## config.mk

```make
export PLATFORM = sky130hd
export DESIGN_NAME = clock_set_ctrl
export DESIGN_NICKNAME = d
export VERILOG_FILES = /design/src/rtl/clock_set_ctrl.sv
export SDC_FILE = /design/constraint.sdc
export NUM_CORES = 1
export LEC_CHECK = 0
export ABC_AREA = 1
export CAP_MARGIN = 15
export CORE_ASPECT_RATIO = 0.7
export CORE_MARGIN = 4
export CORE_UTILIZATION = 35
export CTS_BUF_LIST = sky130_fd_sc_hd__clkbuf_8
export CTS_CLUSTER_SIZE = 25
export DETAILED_ROUTE_END_ITERATION = 10
export PLACE_DENSITY_LB_ADDON = 0.15
export SLEW_MARGIN = 10
export SYNTH_ARGS = -nofsm -noshare
export SYNTH_HDL_FRONTEND = slang
export SYNTH_SLANG_ARGS = --single-unit
```

## constraint.sdc

```tcl
create_clock -name clk -period 1.6 [get_ports clk]
set_clock_uncertainty 0.2 [all_clocks]
set_input_delay 0.32 -clock clk [delete_from_list [all_inputs] [get_ports clk]]
set_output_delay 0.32 -clock clk [all_outputs]
set_load 0.01 [all_outputs]
```

## src/rtl/clock_set_ctrl.sv

```systemverilog
// Mode/set controller for an hh:mm:ss counter chain: cascades carries in RUN,
// and in the SET modes steps hours or minutes from the increment button with auto-repeat.
module clock_set_ctrl #(
   parameter int HOLD_CYCLES   = 8,
   parameter int REPEAT_CYCLES = 4
) (
   input  logic       clk,
   input  logic       rst,
   input  logic       i_tick,
   input  logic       i_btn_mode,
   input  logic       i_btn_inc,
   input  logic       i_sec_carry,
   input  logic       i_min_carry,
   output logic       o_sec_en,
   output logic       o_sec_clr,
   output logic       o_min_in,
   output logic       o_hr_in,
   output logic [1:0] o_mode,
   output logic       o_editing
);

   localparam logic [1:0] ST_RUN     = 2'b00;
   localparam logic [1:0] ST_SET_HR  = 2'b01;
   localparam logic [1:0] ST_SET_MIN = 2'b10;

   localparam int CNT_MAX = (HOLD_CYCLES > REPEAT_CYCLES) ? HOLD_CYCLES : REPEAT_CYCLES;
   localparam int CNT_W   = $clog2(CNT_MAX + 1);

   logic [1:0]       r_state;
   logic [1:0]       w_state_next;
   logic             r_btn_mode_q;
   logic             r_btn_inc_q;
   logic             r_sec_clr;
   logic             r_inc_p;
   logic             r_armed;
   logic             r_repeat;
   logic [CNT_W-1:0] r_cnt;

   logic             w_mode_press;
   logic             w_inc_edge;
   logic             w_in_set;
   logic [CNT_W-1:0] w_cnt_next;

   assign w_mode_press = i_btn_mode & ~r_btn_mode_q;
   assign w_inc_edge   = i_btn_inc & ~r_btn_inc_q;
   assign w_in_set     = (r_state != ST_RUN);
   assign w_cnt_next   = r_cnt + CNT_W'(1);

   always_comb begin
      w_state_next = r_state;
      if (w_mode_press) begin
         case (r_state)
            ST_RUN:    w_state_next = ST_SET_HR;
            ST_SET_HR: w_state_next = ST_SET_MIN;
            default:   w_state_next = ST_RUN;
         endcase
      end
   end

   // Button history resets high so a button held through reset release is not a press.
   always_ff @(posedge clk or posedge rst) begin
      if (rst) begin
         r_state      <= ST_RUN;
         r_btn_mode_q <= 1'b1;
         r_btn_inc_q  <= 1'b1;
         r_sec_clr    <= 1'b0;
      end else begin
         r_state      <= w_state_next;
         r_btn_mode_q <= i_btn_mode;
         r_btn_inc_q  <= i_btn_inc;
         r_sec_clr    <= (r_state == ST_SET_MIN) && w_mode_press;
      end
   end

   // A press arms the repeat engine; a mode press or button release disarms it,
   // so only a fresh low-to-high press in a SET mode can start pulsing again.
   always_ff @(posedge clk or posedge rst) begin
      if (rst) begin
         r_inc_p  <= 1'b0;
         r_armed  <= 1'b0;
         r_repeat <= 1'b0;
         r_cnt    <= '0;
      end else begin
         r_inc_p <= 1'b0;
         if (w_mode_press || !i_btn_inc) begin
            r_armed  <= 1'b0;
            r_repeat <= 1'b0;
            r_cnt    <= '0;
         end else if (w_in_set && w_inc_edge) begin
            r_inc_p  <= 1'b1;
            r_armed  <= 1'b1;
            r_repeat <= 1'b0;
            r_cnt    <= '0;
         end else if (r_armed) begin
            if (!r_repeat && (w_cnt_next == CNT_W'(HOLD_CYCLES))) begin
               r_inc_p  <= 1'b1;
               r_repeat <= 1'b1;
               r_cnt    <= '0;
            end else if (r_repeat && (w_cnt_next == CNT_W'(REPEAT_CYCLES))) begin
               r_inc_p <= 1'b1;
               r_cnt   <= '0;
            end else begin
               r_cnt <= w_cnt_next;
            end
         end
      end
   end

   // SET modes freeze the chain: ticks and carries are dropped, only inc_p reaches a field.
   always_comb begin
      o_sec_en = 1'b0;
      o_min_in = 1'b0;
      o_hr_in  = 1'b0;
      case (r_state)
         ST_RUN: begin
            o_sec_en = i_tick & ~r_sec_clr;
            o_min_in = i_sec_carry;
            o_hr_in  = i_min_carry;
         end
         ST_SET_HR:  o_hr_in  = r_inc_p;
         ST_SET_MIN: o_min_in = r_inc_p;
         default: begin
            o_sec_en = 1'b0;
            o_min_in = 1'b0;
            o_hr_in  = 1'b0;
         end
      endcase
   end

   assign o_sec_clr = r_sec_clr;
   assign o_mode    = r_state;
   assign o_editing = w_in_set;

endmodule
```

==> impl_metrics.json <==
{
  "final.fill_count": 185,
  "synth_top_flop_cell": "dfrtp_1",
  "cts_root_buffer": "clkbuf_8",
  "cap_violations": 0,
  "switching_share_pct": 31.0,
  "clkTransAtPathRegs_ps": 50,
  "p_seq_share_pct": 35.2,
  "grt_max_degree": 13,
  "gp_congestion": 0.890,
  "insertion_delay_ps": 240,
  "rrSetupSlack_ps": 60,
  "num_rows": 13,
  "cts_max_level": 1,
  "path_class": "reg2out",
  "start_kind": "flip-flop",
  "io_buffers": 13,
  "start_util_pct": 37.5,
  "synth_common_cells": "nand2_1 (28), inv_1 (12), dfrtp_1 (10), nand3_1 (5), nor2_1 (5)",
  "final.period_utilization_pct": 104,
  "dr.pass1.iters": 4,
  "clkSinkCount": 12,
  "post-route-util_pct": 54.2,
  "worst_slew_pin_slew_ps": 456,
  "ys_async_sr_fraction_pct": 100,
  "synth_enable_flop_cells": 0,
  "relSlewSlack_pct": 69.5,
  "report.power.total_w": 0.00104,
  "ys_seq_area_share_pct": 42.8,
  "rsz0062_at_grt": "true",
  "ff_latch_area_um2": 307,
  "multi_input_area_um2": 374,
  "synth_seq_cells": 12,
  "synth_cells": 85,
  "die_height_um": 45.6,
  "drive_gt1_share_pct": 38.3,
  "ios": 14,
  "fmax_ghz": 0.599,
  "cts_max_path_buffers": 2,
  "leakage_nw": 0.539,
  "internal_power_w": 0.000720,
  "drt-vias-per-instance": 4.58,
  "wl_per_cell_um": 9.96,
  "insertedDiodeCount": 0,
  "combPwrFrac_pct": 39.1,
  "die_width_um": 61.7,
  "finalWirelength_mm": 1.36,
  "hold_viol": 0,
  "ir_drop_uv": 783,
  "hold_class": "in2async",
  "syn_area_um2": 707,
  "grt_first_pass_wirelength_mm": 2.39,
  "violations": "setup timing",
  "power.density_nw_per_um2": 1020,
  "drc": 0,
  "antenna_found_initial": 0,
  "cts_tree": "done",
  "yosysTopAreaCellShare_pct": 35.4,
  "fin_ws_ps": -68.1,
  "ant_nets": 0,
  "place.detailed.hpwl_mm": 1.09,
  "layout.nets": 125,
  "grtUsageTotal_pct": 11.7,
  "core_um2": 1890,
  "setup_viol": 3,
  "cp-end-kind": "output port",
  "clkPwrFrac_pct": 25.7,
  "area_delta_synth_final_pct": 44.6,
  "status": "complete, but fails checks",
  "worstPathRequired_ps": 1080,
  "ys_warn_count": 0,
  "ys_types": 20,
  "first_global_vias": 563,
  "drv_slew": 0,
  "syn_avg_cell_area_um2": 8.32,
  "synth_nets": 94,
  "period_needed_ps": 1670,
  "yosysMostFrequentCell": "nand2_1",
  "num_vias": 627,
  "fp.dieArea_um2": 2810,
  "crit_path_max_fanout": 4,
  "grt_overflow": 0,
  "synth_top_area_cell": "dfrtp_1",
  "p_switching_w": 0.000324,
  "yosys-top-cells-area": "dfrtp_1 (35%), nand2_1 (15%), dfstp_2 (7.4%)",
  "first_iter_violations": 11,
  "arrival_ps": 1150,
  "numCtsBuffers": 3
}
-- area by class of cell --
class / instances / area share [%]
Multi-Input combinational cell: 59 / 36.6
Sequential cell: 12 / 30.0
Timing Repair Buffer: 26 / 21.2
Inverter: 14 / 5.14
Clock buffer: 3 / 4.04
Tap cell: 22 / 2.69
Clock inverter: 1 / 0.367
-- cell usage in the layout, fill, tap and decap left out, types with 3 or more instances in the layout --
master	synthesis	routed
nand3_1	5	4
dfrtp_1	10	7
nand2_1	28	28
nand4_1	4	4
inv_1	12	12
dfrtp_2	0	3
nor2_1	5	4
clkbuf_8	0	3
clkdlybuf4s50_1	0	6
buf_2	0	4
nor2_4	2	3
inv_2	2	3
buf_4	0	11
-- per-layer routing --
metal / routed length (µm) / global-route usage (%) / vias to the layer above
li1: - / - / 329
met4: 0 / 2.54 / 0
met3: 109 / 4.25 / 0
met5: 0 / 0 / -
met2: 616 / 16.9 / 18
met1: 638 / 16.7 / 280
-- state kept, by name, summed over array words and instances (netlist names) --
name / cells
r_repeat: 1
r_cnt: 4
r_inc_p: 1
o_mode: 2
o_sec_clr: 1
r_btn_mode_q: 1
r_btn_inc_q: 1
r_armed: 1
-- kinds of logic after synthesis --
group | synth area share [%]
AO/OA/AOI/OAI | 5.49
adder cells (fa/ha/maj) | 3.54
buffers and inverters | 7.43
flip-flops | 42.8
AND/OR/NAND/NOR | 40.7
-- path summary, 6_finish.rpt --
check	startpoint	cells after the start	to
max	o_mode[1]	4	o_hr_in
min	rst	2	r_armed
max reg2reg	o_mode[1]	9	r_cnt[0]
min reg2reg	r_repeat	2	r_repeat
max in group asynchronous	rst	2	r_btn_mode_q
min in group clk	i_btn_mode	1	r_btn_mode_q
-- power by group through the flow --
stage,combinational [W],clock (W),sequential (W)
finish,0.000408,0.000269,0.000367
global route,0.000449,0.000295,0.000371
CTS,0.000409,0.000280,0.000361
detailed placement,0.000400,0,0.000366
global placement,0.000400,0,0.000364
floorplan,0.000152,0,0.000375
-- critical path, stage by stage (launching register included) --
cell     delay (ps)
dfrtp_2         430
buf_4           150
nor2_4          100
a22o_1          120
buf_2           120
-- what timing repair did --
action | CTS | global route
hold endpoints to repair | 0 | 0
hold buffers | 0 | 0
pin swaps | 1 | 1
endpoints found under the setup margin | 7 | 9
setup buffers | 2 | 0
resized for setup | 23 | 8
-- stage by stage --
step | setup WS, ps | area, µm² | cells | TNS, ps | hold slack [ps]
after floorplan | 177 | 707 | 85 | 0 | -16.7
after global placement | -356 | 960 | 131 | -2180 | 328
after detailed placement | -365 | 960 | 131 | -2240 | 326
after CTS | -93.0 | 1010 | 137 | -168 | 212
after global routing | -126 | 1020 | 137 | -388 | 225
final | -68.1 | 1020 | 137 | -152 | 197
Note: power is estimated with default switching activity, not from simulation.
